## src/rtl/abs_share_if.sv

```systemverilog
// Handshake bundle between the operand sources, the shared abs arbiter and the result consumer.
// The slave modport is the arbiter side; the master modport is the source/consumer side.
interface abs_share_if #(
    parameter int NUM_REQ = 4,
    parameter int ID_W    = 2
);
    logic [NUM_REQ-1:0]   req_valid;
    logic [8*NUM_REQ-1:0] req_data;
    logic [NUM_REQ-1:0]   req_ready;
    logic                 out_valid;
    logic                 out_ready;
    logic [7:0]           out_data;
    logic [ID_W-1:0]      out_id;
    logic                 out_ovf;

    modport slave (
        input  req_valid,
        input  req_data,
        output req_ready,
        output out_valid,
        input  out_ready,
        output out_data,
        output out_id,
        output out_ovf
    );

    modport master (
        output req_valid,
        output req_data,
        input  req_ready,
        input  out_valid,
        output out_ready,
        input  out_data,
        input  out_id,
        input  out_ovf
    );
endinterface

```

## src/rtl/abs_share_arbiter.sv

```systemverilog
// Round-robin shared 8-bit absolute-value unit with a one-entry, id-tagged result register.
// Build option ABS_SAT_EN: operand 8'h80 saturates to 8'h7F instead of wrapping to 8'h80.
module abs_share_arbiter #(
    parameter int NUM_REQ = 4,
    parameter int ID_W    = 2
) (
    input  logic        clk,
    input  logic        rst_n,
    abs_share_if.slave  bus
);
    localparam int                DATA_W  = 8;
    localparam logic [DATA_W-1:0] MIN_NEG = {1'b1, {(DATA_W-1){1'b0}}};
    localparam logic [DATA_W-1:0] MAX_POS = {1'b0, {(DATA_W-1){1'b1}}};
    localparam logic [ID_W-1:0]   LAST_ID = ID_W'(NUM_REQ - 1);
    localparam logic [ID_W:0]     NUM_EXT = (ID_W+1)'(NUM_REQ);

    typedef enum logic {
        ST_EMPTY,
        ST_FULL
    } state_t;

    function automatic logic [DATA_W-1:0] abs_mag(input logic signed [DATA_W-1:0] a);
        logic [DATA_W-1:0] u;
        u       = a;
        abs_mag = a[DATA_W-1] ? (~u + DATA_W'(1)) : u;
`ifdef ABS_SAT_EN
        if (u == MIN_NEG) abs_mag = MAX_POS;
`else
        if (u == MIN_NEG) abs_mag = MIN_NEG;
`endif
    endfunction

    state_t                   r_state;
    logic [ID_W-1:0]          r_rr_ptr;
    logic [DATA_W-1:0]        r_mag_p1;
    logic [ID_W-1:0]          r_id_p1;
    logic                     r_ovf_p1;

    logic                     w_found;
    logic [ID_W-1:0]          w_gnt;
    logic [ID_W:0]            w_sum;
    logic [ID_W-1:0]          w_idx;
    logic signed [DATA_W-1:0] w_opnd;
    logic                     w_can_acc;
    logic                     w_acc;
    logic [NUM_REQ-1:0]       w_onehot;

    // Walk downward from the farthest offset so the nearest request at or after rr_ptr wins.
    always_comb begin
        w_found = 1'b0;
        w_gnt   = '0;
        w_sum   = '0;
        w_idx   = '0;
        for (int k = NUM_REQ - 1; k >= 0; k--) begin
            w_sum = {1'b0, r_rr_ptr} + (ID_W+1)'(k);
            if (w_sum >= NUM_EXT) w_sum = w_sum - NUM_EXT;
            w_idx = w_sum[ID_W-1:0];
            if (bus.req_valid[w_idx]) begin
                w_found = 1'b1;
                w_gnt   = w_idx;
            end
        end
    end

    always_comb begin
        w_opnd = '0;
        for (int i = 0; i < NUM_REQ; i++) begin
            if (w_gnt == ID_W'(i)) w_opnd = bus.req_data[i*DATA_W +: DATA_W];
        end
    end

    // Grants are suppressed while reset is asserted, independent of the register state.
    assign w_can_acc = (r_state == ST_EMPTY) | bus.out_ready;
    assign w_acc     = rst_n & w_can_acc & w_found;

    always_comb begin
        w_onehot = '0;
        for (int i = 0; i < NUM_REQ; i++) begin
            w_onehot[i] = w_acc & (w_gnt == ID_W'(i));
        end
    end

    // Stage p1: registered result, tag and overflow flag.
    always_ff @(posedge clk or negedge rst_n) begin
        if (!rst_n) begin
            r_state  <= ST_EMPTY;
            r_rr_ptr <= '0;
            r_mag_p1 <= '0;
            r_id_p1  <= '0;
            r_ovf_p1 <= 1'b0;
        end else begin
            if (w_acc) begin
                r_mag_p1 <= abs_mag(w_opnd);
                r_id_p1  <= w_gnt;
                r_ovf_p1 <= ($unsigned(w_opnd) == MIN_NEG);
                r_rr_ptr <= (w_gnt == LAST_ID) ? '0 : (w_gnt + ID_W'(1));
            end
            case (r_state)
                ST_EMPTY: if (w_acc) r_state <= ST_FULL;
                ST_FULL:  if (bus.out_ready && !w_acc) r_state <= ST_EMPTY;
                default:  r_state <= ST_EMPTY;
            endcase
        end
    end

    assign bus.req_ready = w_onehot;
    assign bus.out_valid = (r_state == ST_FULL);
    assign bus.out_data  = r_mag_p1;
    assign bus.out_id    = r_id_p1;
    assign bus.out_ovf   = r_ovf_p1;

endmodule

```

## src/flat_wrapper.sv

```systemverilog
// flat-port wrapper written by rule: the top's interface ports become plain ports
module abs_share_arbiter_flat 
#(
    parameter int NUM_REQ = 4,
    parameter int ID_W    = 2
)
  (clk, rst_n, bus_req_valid, bus_req_data, bus_req_ready, bus_out_valid, bus_out_ready, bus_out_data, bus_out_id, bus_out_ovf);
  abs_share_if #(.NUM_REQ(NUM_REQ), .ID_W(ID_W)) bus_i ();
  input  logic clk;
  input  logic rst_n;
  input wire logic [$bits(bus_i.req_valid)-1:0] bus_req_valid;
  input wire logic [$bits(bus_i.req_data)-1:0] bus_req_data;
  output wire logic [$bits(bus_i.req_ready)-1:0] bus_req_ready;
  output wire logic [$bits(bus_i.out_valid)-1:0] bus_out_valid;
  input wire logic [$bits(bus_i.out_ready)-1:0] bus_out_ready;
  output wire logic [$bits(bus_i.out_data)-1:0] bus_out_data;
  output wire logic [$bits(bus_i.out_id)-1:0] bus_out_id;
  output wire logic [$bits(bus_i.out_ovf)-1:0] bus_out_ovf;
  assign bus_i.req_valid = bus_req_valid;
  assign bus_i.req_data = bus_req_data;
  assign bus_req_ready = bus_i.req_ready;
  assign bus_out_valid = bus_i.out_valid;
  assign bus_i.out_ready = bus_out_ready;
  assign bus_out_data = bus_i.out_data;
  assign bus_out_id = bus_i.out_id;
  assign bus_out_ovf = bus_i.out_ovf;
  abs_share_arbiter #(.NUM_REQ(NUM_REQ), .ID_W(ID_W)) u_core (.clk(clk), .rst_n(rst_n), .bus(bus_i));
endmodule
```

## config.mk

```make
export PLATFORM = sky130hd
export DESIGN_NAME = abs_share_arbiter_flat
export DESIGN_NICKNAME = d
export VERILOG_FILES = /design/src/rtl/abs_share_if.sv /design/src/rtl/abs_share_arbiter.sv /design/src/flat_wrapper.sv
export SDC_FILE = /design/constraint.sdc
export NUM_CORES = 1
export LEC_CHECK = 0
export ABC_AREA = 1
export CORE_ASPECT_RATIO = 1.75
export CORE_MARGIN = 3
export CORE_UTILIZATION = 39
export CTS_CLUSTER_SIZE = 25
export DETAILED_ROUTE_END_ITERATION = 6
export GPL_ROUTABILITY_DRIVEN = 1
export PLACE_DENSITY_LB_ADDON = 0.08
export SYNTH_ARGS = -nofsm -noshare
export SYNTH_HDL_FRONTEND = slang
export SYNTH_SLANG_ARGS = --single-unit
```

## constraint.sdc

```tcl
create_clock -name clk -period 3.05 [get_ports clk]
set_input_delay 0.61 -clock clk [delete_from_list [all_inputs] [get_ports clk]]
set_output_delay 0.61 -clock clk [all_outputs]
set_load 0.005 [all_outputs]
```

## Yosys cells after proc, flatten, opt, wreduce, memory -nomap -nowiden

Index checks and enable logic that the tools add are counted.

| storage, ports and cells | value |
|---|---|
| output and inout port bits | 16 |
| register bits after elaboration | 14 |
| logic and storage cells | 68 |
| input port bits | 39 |
| memories | 0 |
| latch bits | 0 |
| memory bits (writable) | 0 |
| bits in read-only memories | 0 |

| cells by class | value |
|---|---|
| order comparisons | 8 |
| muxes and demuxes | 30 |
| shift operators | 0 |
| multipliers | 0 |
| equal/unequal tests | 4 |
| bitwise gates (word level) | 9 |
| reduce and logical (&&, ||, !) cells | 3 |
| add/sub/neg operators | 9 |
| div/mod/pow operators | 0 |

Operators by type and width:

| operator | count |
|---|---|
| $mux W8 | 6 |
| $mux W2 | 9 |
| $lt A2 B3 Y1 const B | 4 |
| $mux W1 | 10 |
| $ge A3 B3 Y1 const B | 3 |
| $add A8 B1 Y8 const B | 1 |
| $bmux W1 S2 | 4 |
| $eq A8 B8 Y1 const B | 1 |
| $not A8 Y8 | 1 |
| $sub A2 B1 Y2 const B | 4 |
| $add A2 B2 Y3 const B | 2 |
| $and A1 B1 Y1 | 6 |
| $eq A2 B2 Y1 const B | 2 |
| $add A2 B1 Y3 const B | 1 |
| $ge A2 B3 Y1 const B | 1 |
| $add A2 B1 Y2 const B | 1 |
| $eq A2 B1 Y1 const B | 1 |
| $logic_not A2 Y1 | 1 |
| $pmux W1 S2 | 1 |
| $logic_and A1 B1 Y1 | 1 |
| $logic_not A1 Y1 | 1 |
| $not A1 Y1 | 1 |
| $or A1 B1 Y1 | 1 |

## Depth between registers and ports, before layout

Gate-level depths: netlist of run 1.

| depth | value |
|---|---|
| depth after elaboration | 18 |
| mapped depth | 27 |
| depth with buffers taken out | 25 |

## Worst setup path before layout of run 1

Ideal clock, no wire load.

| timing path | value |
|---|---|
| path type | input-to-reg |
| start point | input bus_req_valid[2] |
| end point | register u_core.r_mag_p1[5], in the netlist u_core.bus.out_data[5] |
| path buffers | 1 |
| stages | 22 |
| slack | -54 ps |
| arrival time | 2988 ps |
| cell sequence | inv_1 > o21ai_0 > nand2_1 > nand2_2 > or2_4 > o211ai_1 > nand2_1 > inv_1 > ha_1 > buf_4 > inv_2 > nor2_1 > nor2_1 > a22oi_1 > ha_1 > inv_1 > nor2_1 > nand3_1 > nor2_1 > nor2_1 > nand2_1 > nand2_1 |

| on the way | value |
|---|---|
| word-level cells in the longest chain between the ends | 15 |
| elaborated cells on any way between the ends | 30 |
| those cells by class | add/sub: 1; eq/ne: 4; mux: 22; bitwise: 2; reduce/logical: 1 |

RTL lines:

| what | line | text |
|---|---|---|
| start, declared | flat_wrapper.sv:11 | `input wire logic [$bits(bus_i.req_valid)-1:0] bus_req_valid;` |
| $bmux W1 S2 | abs_share_arbiter.sv:58 | `if (bus.req_valid[w_idx]) begin` |
| $mux W1 (not written as such) | abs_share_arbiter.sv:58 |  |
| $mux W2 (3 in a row) | abs_share_arbiter.sv:58 |  |
| $mux W2 (*) | abs_share_arbiter.sv:58 |  |
| named net u_core.w_gnt[0] | abs_share_arbiter.sv:40 | `logic [ID_W-1:0] w_gnt;` |
| $logic_not A2 Y1 | abs_share_arbiter.sv:68 | `if (w_gnt == ID_W'(i)) w_opnd = bus.req_data[i*DATA_W +: DATA_W];` |
| $mux W8 (3 in a row) | abs_share_arbiter.sv:68 |  |
| $mux W8 (*) | abs_share_arbiter.sv:68 |  |
| $not A8 Y8 | abs_share_arbiter.sv:25 | `abs_mag = a[DATA_W-1] ? (~u + DATA_W'(1)) : u;` |
| $add A8 B1 Y8 | abs_share_arbiter.sv:25 |  |
| $mux W8 | abs_share_arbiter.sv:25 |  |
| $mux W8 (*) | abs_share_arbiter.sv:29 | `if (u == MIN_NEG) abs_mag = MIN_NEG;` |
| end signal, assigned | abs_share_arbiter.sv:93 | `r_mag_p1 <= abs_mag(w_opnd);` |
| end, declared | abs_share_arbiter.sv:35 | `logic [DATA_W-1:0] r_mag_p1;` |

Mark *: on every way through the listed nets, which the timed path passes. The rest lies on a longest branch. The select of a mux whose other input is x is not followed.
A chain may end at the register's enable or synchronous reset.

## Worst setup path after layout of run 1

| timing path | value |
|---|---|
| start point | register u_core.r_rr_ptr[0] |
| end point | register u_core.r_mag_p1[1], in the netlist u_core.bus.out_data[1] |

| on the way | value |
|---|---|
| word-level cells in the longest chain between the ends | 18 |
| elaborated cells on any way between the ends | 45 |
| those cells by class | add/sub: 8; order compare: 4; eq/ne: 4; mux: 26; bitwise: 2; reduce/logical: 1 |

RTL lines:

| what | line | text |
|---|---|---|
| start, declared | abs_share_arbiter.sv:34 | `logic [ID_W-1:0] r_rr_ptr;` |
| start signal, assigned | abs_share_arbiter.sv:96 | `r_rr_ptr <= (w_gnt == LAST_ID) ? '0 : (w_gnt + ID_W'(1));` |
| $add A2 B2 Y3 | abs_share_arbiter.sv:55 | `w_sum = {1'b0, r_rr_ptr} + (ID_W+1)'(k);` |
| $ge A3 B3 Y1 or $sub A2 B1 Y2 (tied branches) | abs_share_arbiter.sv:56 | `if (w_sum >= NUM_EXT) w_sum = w_sum - NUM_EXT;` |
| $mux W2 | abs_share_arbiter.sv:56 |  |
| $bmux W1 S2 | abs_share_arbiter.sv:58 |  |
| $mux W1 (not written as such) | abs_share_arbiter.sv:58 |  |
| $mux W2 (3 in a row) | abs_share_arbiter.sv:58 |  |
| $mux W2 (*) | abs_share_arbiter.sv:58 |  |
| named net u_core.w_gnt[0] | abs_share_arbiter.sv:40 |  |
| $logic_not A2 Y1 | abs_share_arbiter.sv:68 |  |
| $mux W8 (3 in a row) | abs_share_arbiter.sv:68 |  |
| $mux W8 (*) | abs_share_arbiter.sv:68 |  |
| $not A8 Y8 | abs_share_arbiter.sv:25 |  |
| $add A8 B1 Y8 | abs_share_arbiter.sv:25 |  |
| $mux W8 | abs_share_arbiter.sv:25 |  |
| $mux W8 (*) | abs_share_arbiter.sv:29 |  |

Marked as above.

==> impl_metrics.csv, run 1 <==
group,metric,value,unit
status,status,"finished, violations left",
status,violations,"negative setup slack",
placed_design,gp_congestion,0.815,
sta,layout_min_cycle_time,3.26,ns
routing,wl_per_cell,13.8,microns
setup_path,critPathMostFrequentCell,"buf_6",
clock_tree,root_buffer,"clkbuf_8",
placed_design,dp_hpwl,3.05,mm
clock_tree,clock-sinks,14,
sta,slew_headroom,65.2,%
final_layout,n_fill_cell,216,
grt,antenna_found_initial,0,
sta,fin_skew,0.00410,ns
setup_path,cp.buffers_inverters,6,
floorplanning,core-area,3210,sq um
final_layout,layout.cells.non_filler,362,
clock_tree,cts_tree,"done",
setup_path,r2r_end,"u_core.bus.out_data[1]",
yosys,yosysWarnings,0,
routing,routed_via_density,4.88,
floorplanning,die_x,50.0,microns
floorplanning,die_area,4150,sq um
sta,tightest_slew,0.516,ns
yosys,synthTopCellsByArea,"dfrtp_1, nand2_1, nor2_1",
grt,grt_overflow,0,
setup_path,crit_start,"u_core.r_rr_ptr[0]",
sta,hold_slack,0.477,ns
sta,fmax,0.307,GHz
setup_path,slowest_delay,0.48,ns
routing,ant_nets,0,
floorplanning,pin_count,55,
routing,first_pass_iters,4,
yosys,synth.top_cell.area_share,26.5,%
yosys,synthMuxAreaShare,0,%
final_layout,multi_input_area,1090,sq um
yosys,syn_inst,209,
setup_path,r2r_start,"u_core.r_rr_ptr[0]",
placed_design,placed_cells,337,
setup_path,worstPathCellList,"buf_6, buf_6, o21ai_4, o21ai_2, or2_4, o211ai_1, nand2_2, inv_2, buf_6, ha_4, inv_6, nor2_4, nor2_2, a22oi_2, ha_4, inv_2, nor2_4, nand3_2, nor2_1, nor2_1, nand2_1, nand2_1",
yosys,synth_area,1320,sq um
setup_path,cp_max_fo,6,
setup_path,crit_arrival,3.40,ns
sta,drv_slew,0,
clock_tree,clockBufferDepth,2,
placed_design,portBuffers,54,
floorplanning,rows,27,
final_layout,area_growth,98.7,%
yosys,synth_cell_types,29,
setup_path,cp-end-kind,"flop",
grt,grt_pass1_wl,6.73,mm
clock_tree,numCtsBuffers,3,
yosys,synth_compound_area_share,12.8,%
yosys,synth_nets,253,
yosys,yosys.area.top_type,"dfrtp_1",
final_layout,nets,364,
clock_tree,cts.clk_slew.worst_paths,0.06,ns
setup_path,cp_top_family,"simple AND/OR/NAND/NOR gates",
setup_path,path_depth,22,
routing,drc,0,
sta,period_share,107,%
sta,rsz0062_at_grt,"true",
sta,timing.final.hold_violations,0,
floorplanning,dieHeight,83.0,microns
setup_path,crit_path_end,"u_core.bus.out_data[1]",
grt,grt_pass1_vias,1676,
grt,track_usage,20.0,%
yosys,synth_xor_area_share,3.22,%
yosys,ys_ff_latch,14,
setup_path,cp_slowest_cell,"dfrtp_2",
hold_path,hp-class,"flop to flop",
final_layout,n_antenna_cell,0,
clock_tree,htree_levels,1,
setup_path,rrSetupSlack,-0.21,ns
sta,setup_viol,10,
flow_run,max-cap-violations,0,
setup_path,cp_data_required_time,3.19,ns
floorplanning,start_util,41.1,%
yosys,synthAdderAreaFrac,4.74,%
sta,setup_ws,-0.210,ns
grt,grt_max_degree,15,
final_layout,drive_gt1_share,42.0,%
setup_path,crit_type,"flop to flop",
yosys,avgSynthCellArea,6.32,sq um
routing,routed_wl,5.01,mm
clock_tree,clkLatencyLatePin,0.25,ns
setup_path,r2r_cells,22,
setup_path,startpoint_type,"flop",
yosys,synthSimpleGateAreaFrac,44.3,%
routing,vias,1768,
yosys,yosysSeqAreaShare,26.5,%
routing,drtIter0Drc,42,
final_layout,seqCellArea,352,sq um
yosys,synth_top_family_by_area,"simple AND/OR/NAND/NOR gates",
layout by cell type (no fill, tap or decap), types with 8 or more instances in the layout:
cell,n
dfrtp_1,13
nand2_2,17
inv_1,8
nand3_1,13
buf_4,45
nor2_1,19
buf_6,11
nand2_1,65
clkdlybuf4s50_1,46
nor2_4,9
final cells by class:
class,count,area share (%)
Sequential cell,14,13.4
Timing Repair Buffer,110,37.3
Multi-Input combinational cell,171,41.7
Inverter,19,3.29
Clock buffer,4,2.10
Timing Repair inverter,1,0.191
Tap cell,43,2.05
cells in the mapped netlist:
master and number:
o21ai_2 2, nand2_1 78, or2_4 1, a22oi_1 1, nand2_2 4, nand3_1 15, nand4_4 1, buf_2 2
nand2_4 1, xnor2_1 3, buf_4 1, inv_2 4, a21oi_1 9, nor3_1 1, inv_1 15, ha_1 5
dfrtp_1 14, buf_6 2, o211ai_2 1, or2_2 1, nor2_2 2, xor2_2 1, nor2_4 1, or2_0 1
o21ai_0 6, o21bai_4 1, o21ai_1 6, nor2_1 29, o211ai_1 1
worst min-delay path: stages, from the launching register on:
cell and delay [ns]:
dfrtp_1 0.35, nand2_1 0.05, nand2_1 0.05
through the flow:
step	TNS, ns	area [sq um]	util [%]	setup slack [ns]
detailed placement	-6.17	2150	67.0	-0.541
floorplan	0	1330	-	0.0201
global placement	-5.33	2150	67.0	-0.477
finish	-0.876	2620	81.7	-0.210
CTS	0	2320	72.3	0.0144
global route	-2.41	2620	81.7	-0.358
flip-flops by register name (all words and copies together), names as in the netlist:
register              count
u_core.bus.out_data       8
u_core.bus.out_id         2
u_core.bus.out_ovf        1
u_core.bus.out_valid      1
u_core.r_rr_ptr           2
logic make-up (layout without fill, tap and decap cells):
group           Yosys count  after routing
fa+ha+maj                 5              5
xor+xnor                  4              4
simple gates            135            135
compound gates           27             27
flops                    14             14
buf+inv                  24            134
how the worst min path moves through the flow:
stage / from / to / slack (ns) / cells after the start
after floorplan: rst_n / u_core.bus.out_data[0] / 0.31 / 0
after global placement: u_core.bus.out_id[0] / u_core.bus.out_id[0] / 0.46 / 2
after detailed placement: u_core.bus.out_data[5] / u_core.bus.out_data[5] / 0.47 / 2
after CTS: u_core.bus.out_data[5] / u_core.bus.out_data[5] / 0.49 / 2
after global routing: u_core.bus.out_data[3] / u_core.bus.out_data[3] / 0.54 / 2
final: u_core.bus.out_data[4] / u_core.bus.out_data[4] / 0.48 / 2
metal layers:
metal	routed length (microns)	part of all wire, %	up-vias	track usage (%)
met3	203	4.1	13	1.97
met4	116	2.3	0	7.30
met2	2960	59	75	37.6
li1	-	-	882	-
met5	0	0	-	0
met1	1740	35	798	21.8
timing repair:
item | 4_1_cts | 5_1_grt
setup buffers | 8 | 12
hold endpoints to repair | 0 | 0
resized for setup | 42 | 62
gates cloned | 0 | 1
pin swaps | 16 | 31
hold buffers | 0 | 0
setup endpoints to repair | 13 | 11
Power of run 1 is not shown: default switching activity piles up to over one toggle a cycle in this logic, so the estimate is an artifact.
==> inputs of run 2 (changes only) <==
CORE_ASPECT_RATIO = 1.5   (was 1.75)
==> run 2 against run 1 <==
- the flow still finishes with violations (negative setup slack)
- via count decreased by 1.8%
- register-to-register slack better by 0.18 ns
- design area fell by 5.8%
- cell count decreased by 4.4%
- die area fell by 0.32%
- worst hold slack better by 0.0017 ns
- clock skew down 0.0014 ns
- critical path type unchanged
- largest cell class unchanged
- highest routed layer unchanged
==> impl_metrics.csv, run 2 (same netlist as run 1, synthesis figures left out) <==
group,metric,value,unit
setup_path,slowest_delay,0.45,ns
final_layout,n_antenna_cell,0,
setup_path,rrSetupSlack,-0.03,ns
sta,setup_viol,4,
setup_path,r2r_start,"u_core.r_rr_ptr[0]",
status,violations,"negative setup slack",
routing,first_pass_iters,4,
routing,drc,0,
sta,hold_slack,0.479,ns
setup_path,startpoint_type,"flop",
clock_tree,cts.clk_slew.worst_paths,0.05,ns
setup_path,r2r_cells,20,
grt,grt_overflow,0,
sta,fmax,0.325,GHz
routing,drtIter0Drc,43,
setup_path,cp_slowest_cell,"dfrtp_2",
setup_path,cp_data_required_time,3.18,ns
floorplanning,die_area,4130,sq um
floorplanning,dieHeight,77.3,microns
setup_path,cp_top_family,"simple AND/OR/NAND/NOR gates",
final_layout,nets,352,
clock_tree,htree_levels,1,
placed_design,dp_hpwl,3.43,mm
clock_tree,clockBufferDepth,2,
routing,routed_wl,4.84,mm
final_layout,seqCellArea,353,sq um
sta,timing.final.hold_violations,0,
clock_tree,clock-sinks,14,
sta,drv_slew,0,
clock_tree,root_buffer,"clkbuf_8",
floorplanning,pin_count,55,
setup_path,cp-end-kind,"flop",
hold_path,hp-class,"flop to flop",
clock_tree,cts_tree,"done",
final_layout,area_growth,87.1,%
floorplanning,start_util,41.4,%
setup_path,cp.buffers_inverters,6,
sta,layout_min_cycle_time,3.08,ns
setup_path,crit_arrival,3.21,ns
placed_design,gp_congestion,0.889,
final_layout,final_common_cell,"nand2_1",
sta,slew_headroom,70.7,%
sta,period_share,101,%
setup_path,r2r_end,"u_core.bus.out_data[1]",
routing,vias,1737,
status,status,"finished, violations left",
hold_path,hp-start,"u_core.bus.out_data[5]",
floorplanning,rows,25,
clock_tree,hold_buffers,0,
sta,fin_skew,0.00270,ns
routing,routed_via_density,5.02,
final_layout,drive_gt1_share,37.6,%
final_layout,multi_input_area,1050,sq um
sta,tightest_slew,0.436,ns
grt,grt_pass1_vias,1787,
setup_path,worstPathCellList,"buf_12, o211ai_4, nand2_2, or2_4, o211ai_1, nand2_2, buf_6, inv_6, ha_4, inv_4, buf_4, or2_2, nand3_1, nand2_1, nor2_2, inv_1, nor2_2, nor2_2, nand2_1, nand2_1",
clock_tree,numCtsBuffers,3,
setup_path,crit_type,"flop to flop",
hold_path,min_delay_path_depth,2,
setup_path,cp_max_fo,8,
final_layout,largest_reg_flops,8,
floorplanning,core-area,3190,sq um
placed_design,portBuffers,54,
final_layout,n_fill_cell,252,
hold_path,whs_endpoint,"u_core.bus.out_data[5]",
sta,rsz0062_at_grt,"true",
floorplanning,die_x,53.5,microns
grt,antenna_found_initial,0,
final_layout,final_cell_mix,"nand2_1, clkdlybuf4s50_1, buf_4",
grt,grt_max_degree,15,
flow_run,max-cap-violations,0,
grt,track_usage,24.0,%
grt,grt_pass1_wl,7.60,mm
sta,setup_ws,-0.0300,ns
routing,ant_nets,0,
routing,wl_per_cell,14.0,microns
clock_tree,clkLatencyLatePin,0.24,ns
-- run 2: worst min-delay path, delay by kind of cell (launching register included) --
kind | cells | cell delay (ns)
DFF | 1 | 0.34
and+or+nand+nor | 2 | 0.10
-- run 2: layout make-up --
cell class              instances  share of cell area [%]
flip-flops and latches         14                    14.3
well taps                      40                    2.03
repair buffers                 99                    36.1
multi-input cells             171                    42.6
inverters                      19                    3.29
clock buffers                   3                    1.67
-- run 2: worst max path at each step --
| stage | slack (ns) | start | endpoint | depth (start not counted) |
|---|---|---|---|---|
| 3_3_place_gp | -0.51 | bus_req_valid[0] | bus_req_ready[2] | 11 |
| 5_1_grt | -0.25 | bus_req_valid[2] | u_core.bus.out_data[1] | 23 |
| 6_report | -0.03 | u_core.r_rr_ptr[0] | u_core.bus.out_data[1] | 20 |
| 2_1_floorplan | 0.02 | bus_req_valid[2] | u_core.bus.out_data[5] | 22 |
| 3_5_place_dp | -0.56 | bus_req_valid[2] | u_core.bus.out_data[1] | 23 |
| 4_1_cts | 0.03 | u_core.r_rr_ptr[0] | u_core.bus.out_data[4] | 25 |
-- run 2: routing by layer --
layer  wire [microns]  vias to the layer above  part of all wire, %  GRT usage, %
met5                0                        -                    0             0
met4              140                        0                  2.9          7.16
met3              157                       15                  3.2          3.88
met2             2880                       45                   60          47.2
met1             1660                      816                   34          23.7
li1                 -                      861                    -             -
-- run 2: stage by stage --
step / setup WS, ns / util (%) / TNS, ns / instance area (sq um) / cells
after floorplan: 0.0201 / - / 0 / 1330 / 209
after detailed placement: -0.561 / 66.9 / -6.64 / 2140 / 331
final: -0.0300 / 77.4 / -0.0741 / 2470 / 346
after global placement: -0.510 / 66.9 / -5.62 / 2140 / 331
after global routing: -0.254 / 77.4 / -1.88 / 2470 / 346
after CTS: 0.0276 / 72.7 / 0 / 2320 / 342
-- run 2: repair_timing --
item | 4_1_cts | 5_1_grt
setup buffers | 8 | 4
gates resized for setup | 39 | 43
setup endpoints to repair | 13 | 13
hold endpoints to repair | 0 | 0
pin swaps | 19 | 28
Power of run 2 is left out for the same reason.
